[src/rtl/splice_pcj_encoder.sv]
// splice_pcj_encoder: two-stage valid/ready pipeline that turns a jump target
// and the PC of the jump into the 26-bit J-type index field. It also flags
// targets that are misaligned or that lie outside the PC's 256 MB region.
// Optional statistics counters are built when SPLICE_PCJ_ENC_STATS_EN is defined.
module splice_pcj_encoder #(
  parameter int CNT_W = 16
) (
  input  logic             clk,
  input  logic             reset,
  input  logic             in_valid,
  output logic             in_ready,
  input  logic [31:0]      in_target,
  input  logic [31:0]      in_pc,
  output logic             out_valid,
  input  logic             out_ready,
  output logic [25:0]      out_ir25_0,
  output logic             out_err_align,
  output logic             out_err_region,
  output logic             out_ok
`ifdef SPLICE_PCJ_ENC_STATS_EN
  ,
  output logic [CNT_W-1:0] jump_count,
  output logic [CNT_W-1:0] err_count
`endif
);

  logic        s1_valid;
  logic [25:0] s1_field;
  logic        s1_align;
  logic        s1_region;
  logic        s2_valid;

  logic        in_xfer;
  logic        s2_xfer;
  logic        s2_load;
  logic        in_align;
  logic        in_region;

  // Only bits [31:28] of the PC select the reachable region.
  logic        pc_low_unused;
  assign pc_low_unused = ^in_pc[27:0];

  assign in_align  = |in_target[1:0];
  assign in_region = (in_target[31:28] != in_pc[31:28]);

  // S2 is free when empty or when its result leaves this cycle; S1 advances
  // exactly when S2 loads, so in_ready chains combinationally from out_ready.
  assign s2_xfer  = s2_valid && out_ready;
  assign s2_load  = s1_valid && (!s2_valid || out_ready);
  assign in_ready = !reset && (!s1_valid || s2_load);
  assign in_xfer  = in_valid && in_ready;

  // No output transfer may complete while reset is held.
  assign out_valid = s2_valid && !reset;

  // Stage 1: capture the accepted request and compute field and error flags.
  always_ff @(posedge clk) begin
    if (reset) begin
      s1_valid  <= 1'b0;
      s1_field  <= '0;
      s1_align  <= 1'b0;
      s1_region <= 1'b0;
    end else begin
      if (in_xfer) begin
        s1_valid  <= 1'b1;
        s1_field  <= in_target[27:2];
        s1_align  <= in_align;
        s1_region <= in_region;
      end else if (s2_load) begin
        s1_valid <= 1'b0;
      end
    end
  end

  // Stage 2: result registers; data holds whenever nothing new is loaded.
  always_ff @(posedge clk) begin
    if (reset) begin
      s2_valid       <= 1'b0;
      out_ir25_0     <= '0;
      out_err_align  <= 1'b0;
      out_err_region <= 1'b0;
      out_ok         <= 1'b1;
    end else begin
      if (s2_load) begin
        s2_valid       <= 1'b1;
        out_ir25_0     <= s1_field;
        out_err_align  <= s1_align;
        out_err_region <= s1_region;
        out_ok         <= !s1_align && !s1_region;
      end else if (s2_xfer) begin
        s2_valid <= 1'b0;
      end
    end
  end

`ifdef SPLICE_PCJ_ENC_STATS_EN
  // Saturating counts of accepted requests and of requests carrying any error.
  always_ff @(posedge clk) begin
    if (reset) begin
      jump_count <= '0;
      err_count  <= '0;
    end else if (in_xfer) begin
      if (jump_count != {CNT_W{1'b1}})
        jump_count <= jump_count + 1'b1;
      if ((in_align || in_region) && (err_count != {CNT_W{1'b1}}))
        err_count <= err_count + 1'b1;
    end
  end
`else
  logic cnt_w_unused;
  assign cnt_w_unused = (CNT_W > 0);
`endif

endmodule

[config.mk]
export PLATFORM = sky130hd
export DESIGN_NAME = splice_pcj_encoder
export DESIGN_NICKNAME = d
export VERILOG_FILES = /design/src/rtl/splice_pcj_encoder.sv
export SDC_FILE = /design/constraint.sdc
export NUM_CORES = 1
export LEC_CHECK = 0
export ABC_AREA = 1
export BUFFER_PORTS_ARGS = -buffer_cell sky130_fd_sc_hd__buf_2
export CAP_MARGIN = 20
export CORE_MARGIN = 2
export CORE_UTILIZATION = 46
export CTS_CLUSTER_SIZE = 16
export DETAILED_ROUTE_END_ITERATION = 16
export PLACE_DENSITY = 0.8
export SYNTH_ARGS = -nofsm -noshare
export SYNTH_HDL_FRONTEND = slang
export SYNTH_SLANG_ARGS = --single-unit
[constraint.sdc]
create_clock -name clk -period 1.11 [get_ports clk]
set_input_delay 0.111 -clock clk [delete_from_list [all_inputs] [get_ports clk]]
set_output_delay 0.111 -clock clk [all_outputs]
set_load 0.01 [all_outputs]
==> impl_metrics.yaml, run 1 <==
run_status:
  status: "complete, but fails checks"
  failed_checks: "negative setup slack"
timing:
  fin_crit_ns: 1.14
  hold_viol: 0
  fin_worst_skew_ns: 0.00406
  worstMarginPinSlew_ns: 0.276
  finalSetupViolations: 1
  hold-worst-slack_ns: 0.00532
  final.period_utilization_pct: 103
  max_clock_freq_mhz: 877
  relSlewSlack_pct: 81.6
  drv_slew: 0
  finalWorstSetupSlack_ns: -0.0299
  tns_ns: -0.0299
  rsz0062_at_grt: "yes"
drt:
  routed_wl_mm: 5.36
  drtPass1Iterations: 4
  post_drt_wl_per_cell_um: 12.4
  post-route-drc-count: 0
  ant_nets: 0
  routed_via_density: 4.97
  vias: 2154
  drt_iter0_markers: 148
finish:
  layout_commonest_cell: "buf_2"
  drive_gt1_share_pct: 30.3
  nets: 442
  n_antenna_cell: 0
  final_util_pct: 64.3
  layout_common_cells: "buf_2 (69), nor2_1 (59), dfxtp_1 (57), nand3_1 (52), nand2_1 (44)"
  area_growth_pct: 36.2
die:
  start_util_pct: 47.2
  dieArea_um2: 5350
  coreArea_um2: 4660
  die_w_um: 73.2
  chipHeight_um: 73.2
  ios: 99
  fp-row-count: 25
critical_path:
  critical_path_class: "reg -> out"
  crit_chain: "nand3_2 > nand2_4 > inv_6 > buf_6"
  critical_path_required_ns: 1.00
  slowest_delay_ns: 0.35
  cp-end-kind: "output port"
  cp.arrival_ns: 1.03
  critical-path-slowest-cell: "dfxtp_2"
  critical_path_peak_fanout: 3
  path_buf_inv: 2
  path_delay_family: "flip-flops"
  crit_path_start_kind: "register"
logic_synthesis:
  synth.avg_cell_area_um2: 7.64
  syn_nets: 356
  ys_seq_area_share_pct: 53.7
  netlist_top_cells_area: "dfxtp_1 (54%), nand3_1 (12%), nor2_1 (10%)"
  ys_seq_elements: 59
  synth_cells: 288
  syn_area_um2: 2200
  synth-warning-count: 0
  synth_area_leader_cell: "dfxtp_1"
  synth_top_area_share_pct: 53.7
  synth_cell_types: 18
power:
  power.total_w: 0.00476
  leakagePower_nw: 1.52
  power_density_nw_per_um2: 1590
  vdd_drop_max_v: 0.000739
clock_network:
  insertion_delay_ns: 0.33
  cts_buffers: 9
  cts_buffer_depth: 2
  clkSinkCount: 59
  h-tree-depth: 3
  clk_pin_slew_worst_paths_ns: 0.06
  cts_root_buf: "clkbuf_8"
  cts_tree: "yes"
grt:
  grt_usage_pct: 20.5
  grt_pass1_wl_mm: 8.32
  grt_overflow: 0
  grt_pass1_vias: 2007
  grt_max_degree: 31
  antenna_found_initial: 0
placed_design:
  globalplace.congestion: 0.766
  port_buffers: 70
  hpwl_mm: 3.49
  post-place-ws_ns: -0.0498
run:
  max_cap_violations: 0
min_path:
  min_path_type: "in -> reg"
worst paths after layout:
check                                 from  cells after the start                        to  slack (ns)
setup reg to reg     s2_valid$_SDFFE_PP0P_                      7     s1_align$_SDFFE_PP0P_        0.01
hold reg to reg   s1_field[9]$_SDFFE_PP0P_                      2  s1_field[9]$_SDFFE_PP0P_        0.46
hold / removal                in_target[3]                      3  s1_field[1]$_SDFFE_PP0P_       0.005
setup / recovery     s2_valid$_SDFFE_PP0P_                      4                  in_ready       -0.03
power by group:
part           switching (W)  internal, W  total [W]
sequential         0.0000653      0.00225    0.00232
combinational       0.000303     0.000258   0.000561
clock               0.000804      0.00108    0.00188
total                0.00117      0.00358    0.00476
tightest hold or removal path, stage by stage:
cell and delay [ns]:
buf_2 0.07, nand3_1 0.06, nand2_1 0.06
final cells by class:
class | instances | area [µm²]
clock buffers | 10 | 138
clock inverters | 6 | 55.1
fillers | 412 | 1660
inverters | 15 | 61.3
multi-input cells | 194 | 881
flip-flops and latches | 59 | 1180
well taps | 54 | 67.6
repair buffers | 94 | 604
repair inverters | 1 | 6.26
flip-flops by register name (all words and copies together) (netlist names):
| signal | count |
|---|---|
| s2_valid | 1 |
| out_ok | 1 |
| out_err_region | 1 |
| out_err_align | 1 |
| s1_valid | 1 |
| s1_region | 1 |
| s1_field | 26 |
| out_ir25_0 | 26 |
| s1_align | 1 |
cell usage after synthesis:
library cell and count:
o21ai_0 28, nor3_1 1, nand2_2 1, nor2_1 60, buf_6 2, nand3_1 53, nand3_2 1, clkbuf_1 3
o31ai_1 1, clkbuf_2 1, buf_4 3, inv_1 12, a21oi_1 4, buf_1 1, dfxtp_1 59, inv_2 3
buf_2 10, nand2_1 45
stage by stage:
| step | instances | instance area [µm²] |
|---|---|---|
| finish | 433 | 3000 |
| CTS | 431 | 2920 |
| global route | 433 | 3000 |
| floorplan | 288 | 2200 |
| global placement | 405 | 2610 |
| detailed placement | 405 | 2610 |
repair_timing:
| action | in CTS | in global routing |
|---|---|---|
| endpoints found under the hold margin | 7 | 0 |
| cloned | 1 | 1 |
| pin swaps | 2 | 3 |
| hold buffers | 7 | 0 |
| gates resized for setup | 9 | 17 |
| buffers inserted | 2 | 1 |
| setup endpoints to repair | 28 | 49 |
metal layers:
metal  wire, µm  global-route usage, %  vias up
met3        315                   4.83       11
met2       2780                   36.2       76
met1       2140                   22.3      967
li1           -                      -     1100
met4        123                   11.1        0
met5          0                      0        -
cell families after synthesis:
family	after synthesis	synth area share, %
AND/OR/NAND/NOR	161	30.9
flip-flops	59	53.7
buffers and inverters	35	7.79
AO/OA/AOI/OAI	33	7.62
No activity file was read; power rests on OpenSTA's default activity.
==> inputs of run 2 (changes only) <==
Settings changed: BUFFER_PORTS_ARGS -buffer_cell sky130_fd_sc_hd__buf_2 to not set, CORE_UTILIZATION 46 to 30, DONT_BUFFER_PORTS set to 1, PLACE_DENSITY 0.8 to 0.46, SKIP_LAST_GASP set to 1.
==> run 2 against run 1 <==
- the flow still finishes with violations (negative setup slack)
- utilization decreased by 24 points
- combinational power is 20% lower
- register-to-register slack about the same
- routed wire length rose by 2.6%
- sequential share of layout area grew 1.5 points
- count of clock-buffer cells in the layout rose by 1
- via count fell by 13%
- cell count down 2.1%
- highest routed layer unchanged
- critical path type unchanged
- total power rose by 5.0%
==> impl_metrics.yaml, run 2 (synthesized netlist as in run 1, its figures left out) <==
min_path:
  min_path_type: "in -> reg"
die:
  dieArea_um2: 8040
  die_w_um: 89.7
  fp-row-count: 31
  chipHeight_um: 89.7
  start_util_pct: 30.7
  coreArea_um2: 7180
  ios: 99
run_status:
  status: "complete, but fails checks"
  failed_checks: "negative setup slack"
power:
  p_clk_share_pct: 44.1
  seqPwrFrac_pct: 47.0
  intPower_w: 0.00383
  power_frac_comb_pct: 9.0
  vdd_drop_max_v: 0.000440
  power_density_nw_per_um2: 1730
  sw_frac_of_total_pct: 23.3
  p_switching_w: 0.00116
  leakagePower_nw: 1.27
finish:
  layout_commonest_cell: "nor2_1"
  layout.cells.non_filler: 424
  fill_cells: 784
  n_antenna_cell: 0
  reg_top3: "out_ir25_0 (26), s1_field (26)"
  nets: 388
  area_growth_pct: 31.6
  drive_gt1_share_pct: 11.7
  layout_common_cells: "nor2_1 (60), dfxtp_1 (57), nand3_1 (52), nand2_1 (44), dlygate4sd3_1 (29)"
timing:
  worstMarginPinSlew_ns: 0.351
  max_clock_freq_mhz: 888
  fin_worst_skew_ns: 0.00731
  hold_viol: 0
  fin_crit_ns: 1.13
  hold-worst-slack_ns: 0.0697
  drv_slew: 0
  relSlewSlack_pct: 76.6
  finalWorstSetupSlack_ns: -0.0156
  final.period_utilization_pct: 101
  finalSetupViolations: 1
  rsz0062_at_grt: "yes"
drt:
  routed_via_density: 4.42
  routed_wl_mm: 5.50
  vias: 1875
  post-route-drc-count: 0
  drtPass1Iterations: 4
  drt_iter0_markers: 73
  ant_nets: 0
  post_drt_wl_per_cell_um: 13.0
critical_path:
  critical_path_class: "reg -> out"
  crit_chain: "nand3_4 > nand2_4 > inv_6 > buf_6"
  cp-end-kind: "output port"
  critical_path_peak_fanout: 3
  cp.arrival_ns: 1.01
  crit_path_start_kind: "register"
  slowest_delay_ns: 0.36
  critical-path-slowest-cell: "dfxtp_4"
  critical_path_required_ns: 1.00
clock_network:
  cts_tree: "yes"
  cts_buffers: 9
  cts_root_buf: "clkbuf_8"
  clk_pin_slew_worst_paths_ns: 0.07
  insertion_delay_ns: 0.33
  clkSinkCount: 59
  cts_buffer_depth: 2
  h-tree-depth: 3
placed_design:
  hpwl_mm: 3.16
  dp_cells: 375
  port_buffers: 0
  globalplace.congestion: 0.691
grt:
  met1_usage_pct: 17.4
  gr-usage-met3_pct: 5.21
  met2_usage_pct: 22.5
  grt_pass1_wl_mm: 8.49
  antenna_found_initial: 0
  grt_max_degree: 38
  grt_usage_pct: 14.6
  grt_overflow: 0
  grt_pass1_vias: 1694
  grt_most_used_layer: "met2"
run:
  max_cap_violations: 0
-- run 2: what timing repair did --
item	in CTS	in global routing
endpoints found under the hold margin	30	26
setup endpoints to repair	56	49
buffers inserted	2	0
gates cloned	1	0
hold buffers	29	1
pin swaps	1	2
resized for setup	9	22
-- run 2: worst paths after layout --
kind	from	end	slack (ns)	cells past startpoint
max reg2reg	s2_valid$_SDFFE_PP0P_	s1_align$_SDFFE_PP0P_	0.02	7
max	s2_valid$_SDFFE_PP0P_	in_ready	-0.02	4
min	in_target[31]	s1_region$_SDFFE_PP0P_	0.07	6
min reg2reg	s1_align$_SDFFE_PP0P_	out_ok$_SDFFE_PP1P_	0.45	1
-- run 2: stage by stage --
step / area, µm² / setup WS (ns) / util, % / total power [W] / TNS (ns)
2_1_floorplan: 2200 / 0.118 / - / 0.00265 / 0
3_3_place_gp: 2280 / -0.0889 / 31.8 / 0.00270 / -1.22
3_5_place_dp: 2280 / -0.109 / 31.8 / 0.00271 / -1.91
4_1_cts: 2840 / -0.0991 / 39.6 / 0.00505 / -0.0991
5_1_grt: 2900 / -0.0718 / 40.4 / 0.00527 / -0.668
6_report: 2900 / -0.0156 / 40.4 / 0.00500 / -0.0156
-- run 2: final cells by class --
cell class              instances  area, µm²  area share, %
clock buffers                  11        151           5.23
clock inverters                 5       75.1           2.59
inverters                      15       66.3           2.29
multi-input cells             194        873           30.2
flip-flops and latches         59       1190           41.0
well taps                      99        124           4.28
repair buffers                 40        414           14.3
repair inverters                1       6.26          0.216
-- run 2: power by group through the flow --
stage	Sequential (W)	Clock, W	Combinational (W)
floorplan	0.00237	0	0.000273
global placement	0.00239	0	0.000311
detailed placement	0.00239	0	0.000315
CTS	0.00235	0.00228	0.000419
global route	0.00237	0.00240	0.000510
finish	0.00235	0.00220	0.000448
-- run 2: critical path, delay by kind of cell (launching register included) --
family	cells	cell delay (ns)
AND/OR/NAND/NOR	2	0.18
buffers and inverters	2	0.15
flip-flops	1	0.36
-- run 2: per-layer routing --
layer	wire length, µm	share of wire, %
met2	2520	46
met5	0	0
met3	319	5.8
met4	143	2.6
met1	2520	46
==> inputs of run 3 (changes only) <==
Settings changed: ABC_AREA 1 to 0, CORE_UTILIZATION 30 to 40, PLACE_DENSITY 0.46 to 0.56.
==> run 3 against run 2 <==
- the run still ends with negative setup slack left
- cell count is 16% lower
- worst setup slack lost 0.082 ns
- routed wire length rose by 6.5%
- first-iteration DRC count shrank 9.6%
- total power decreased by 8.9%
- register-to-register slack lost 0.10 ns
- utilization grew 13 points
- worst hold slack got worse by 0.042 ns
- clock skew hardly changed
- sequential share of layout area shrank 2.9 points
- via count fell by 0.91%
- largest power group unchanged
==> impl_metrics.yaml, run 3 <==
power:
  power_density_nw_per_um2: 1460
  leakagePower_nw: 1.23
  vdd_drop_max_v: 0.000901
  sw_frac_of_total_pct: 23.6
  intPower_w: 0.00348
  p_clk_share_pct: 37.7
  power_frac_comb_pct: 11.3
  p_switching_w: 0.00108
  seqPwrFrac_pct: 50.9
logic_synthesis:
  ys_seq_elements: 59
  synth_commonest_cells: "dfxtp_1 (59), a21oi_1 (33), o21ai_0 (29), nand3_1 (28), nor2b_1 (27)"
  synth_edf_count: 0
  synth_cell_types: 24
  synth_cells: 239
  synth_top_flop_cell: "dfxtp_1"
  ys_async_sr_fraction_pct: 0
  syn_area_um2: 2420
  synth_area_leader_cell: "dfxtp_1"
  ys_seq_area_share_pct: 48.9
  synth-warning-count: 0
  synth_most_common_cell: "dfxtp_1"
  synth.avg_cell_area_um2: 10.1
  netlist_top_cells_area: "dfxtp_1 (49%), mux2_4 (12%), nor2b_1 (7.0%)"
  syn_nets: 307
  synth_top_area_share_pct: 48.9
grt:
  antenna_found_initial: 0
  grt_pass1_wl_mm: 9.33
  grt_usage_pct: 19.0
  grt_max_degree: 34
  grt_pass1_vias: 1871
  grt_overflow: 0
finish:
  layout_common_cells: "dfxtp_1 (57), a21oi_1 (32), dlygate4sd3_1 (29), nand3_1 (28), o21ai_0 (28)"
  drive_gt1_share_pct: 23.1
  n_antenna_cell: 0
  nets: 344
  area_growth_pct: 28.8
  reg_top3: "out_ir25_0 (26), s1_field (26)"
  layout_commonest_cell: "dfxtp_1"
  final_util_pct: 52.9
timing:
  rsz0062_at_grt: "yes"
  finalSetupViolations: 41
  max_clock_freq_mhz: 828
  worstMarginPinSlew_ns: 0.240
  fin_worst_skew_ns: 0.00687
  hold-worst-slack_ns: 0.0272
  drv_slew: 0
  relSlewSlack_pct: 83.9
  final.period_utilization_pct: 109
  tns_ns: -2.17
  fin_crit_ns: 1.21
  hold_viol: 0
  finalWorstSetupSlack_ns: -0.0971
die:
  fp-row-count: 28
  start_util_pct: 41.1
  dieArea_um2: 6680
  die_w_um: 81.7
  chipHeight_um: 81.7
  coreArea_um2: 5890
  ios: 99
placed_design:
  hpwl_mm: 3.36
  globalplace.congestion: 0.705
  port_buffers: 0
critical_path:
  critical_path_class: "reg -> out"
  critical_path_required_ns: 1.00
  crit_chain: "buf_6 > buf_12 > a21oi_4"
  slowest_delay_ns: 0.35
  critical_path_peak_fanout: 3
  crit_path_start_kind: "register"
  cp.arrival_ns: 1.10
  critical-path-slowest-cell: "dfxtp_2"
  cp-end-kind: "output port"
clock_network:
  cts_buffers: 9
  cts_tree: "yes"
  clkSinkCount: 59
  clk_pin_slew_worst_paths_ns: 0.06
  cts_root_buf: "clkbuf_8"
  h-tree-depth: 3
  cts_buffer_depth: 2
  insertion_delay_ns: 0.34
run_status:
  status: "complete, but fails checks"
  failed_checks: "negative setup slack"
drt:
  post-route-drc-count: 0
  vias: 1858
  routed_wl_mm: 5.86
  drtPass1Iterations: 4
  post_drt_wl_per_cell_um: 16.5
  drt_iter0_markers: 66
  routed_via_density: 5.22
  ant_nets: 0
run:
  max_cap_violations: 0
min_path:
  min_path_type: "in -> reg"
## run 3: changes by cell type in the layout (fill, tap and decap cells not counted), sizes merged, moves of 26 or more
cell and delta:
nor2b +28, nor2 -59, nand2 -45, mux2 +26, a21oi +29, nand3 -26
## run 3: cell families (layout without fill, tap and decap cells)
logic type	count (synthesis)	in the layout	synth area share, %
simple gates	64	64	15.9
flops	59	59	48.9
buf+inv	22	64	4.97
xor+xnor	4	4	1.45
mux	26	26	15.2
compound gates	64	64	13.6
## run 3: layer usage
metal	track usage [%]	up-vias	share of wire, %
met5	0	-	0
met4	7.67	0	1.3
met3	8.46	7	6.9
met2	30.9	54	49
met1	21.6	893	43
li1	-	904	-
## run 3: power groups by stage
stage / sequential (W) / clock [W] / combinational [W]
after floorplan: 0.00234 / 0 / 0.000328
after detailed placement: 0.00236 / 0 / 0.000376
after global routing: 0.00233 / 0.00190 / 0.000563
final: 0.00232 / 0.00172 / 0.000516
after CTS: 0.00232 / 0.00178 / 0.000517
after global placement: 0.00236 / 0 / 0.000370
## run 3: layout make-up
type                       instances  area, µm²
timing repair buffer              46        504
tap                               75       93.8
clock inverter                     2       10.0
sequential                        59       1180
inverter                           2       7.51
multi-input combinational        158       1150
clock buffer                      14        163
fill                             547       2770
## run 3: critical path: cells and delay by family (launching register included)
kind | cells | cell delay, ns
compound gates | 1 | 0.16
buf+inv | 2 | 0.25
flops | 1 | 0.35
## run 3: timing repair
item	in CTS	in global routing
hold buffers	30	0
setup buffers	3	0
endpoints found under the hold margin	59	0
endpoints found under the setup margin	41	57
gates resized for setup	10	2
pin swaps	1	0
## run 3: per-stage QoR
step / cells / worst slack [ns] / power (W) / cell area (µm²)
floorplan: 239 / -0.0618 / 0.00267 / 2430
global placement: 307 / -0.0416 / 0.00273 / 2550
detailed placement: 307 / -0.0670 / 0.00274 / 2550
CTS: 356 / -0.107 / 0.00462 / 3110
global route: 356 / -0.146 / 0.00479 / 3110
finish: 356 / -0.0971 / 0.00455 / 3110
## run 3: path summary, 6_finish.rpt
kind | start | endpoint | slack (ns) | depth (start not counted)
setup / recovery | s1_valid$_SDFFE_PP0P_ | in_ready | -0.1 | 3
hold / removal | reset | s1_field[8]$_SDFFE_PP0P_ | 0.03 | 2
setup reg to reg | s1_valid$_SDFFE_PP0P_ | s1_field[25]$_SDFFE_PP0P_ | -0.08 | 4
hold reg to reg | s1_field[11]$_SDFFE_PP0P_ | out_ir25_0[11]$_SDFFE_PP0P_ | 0.46 | 2
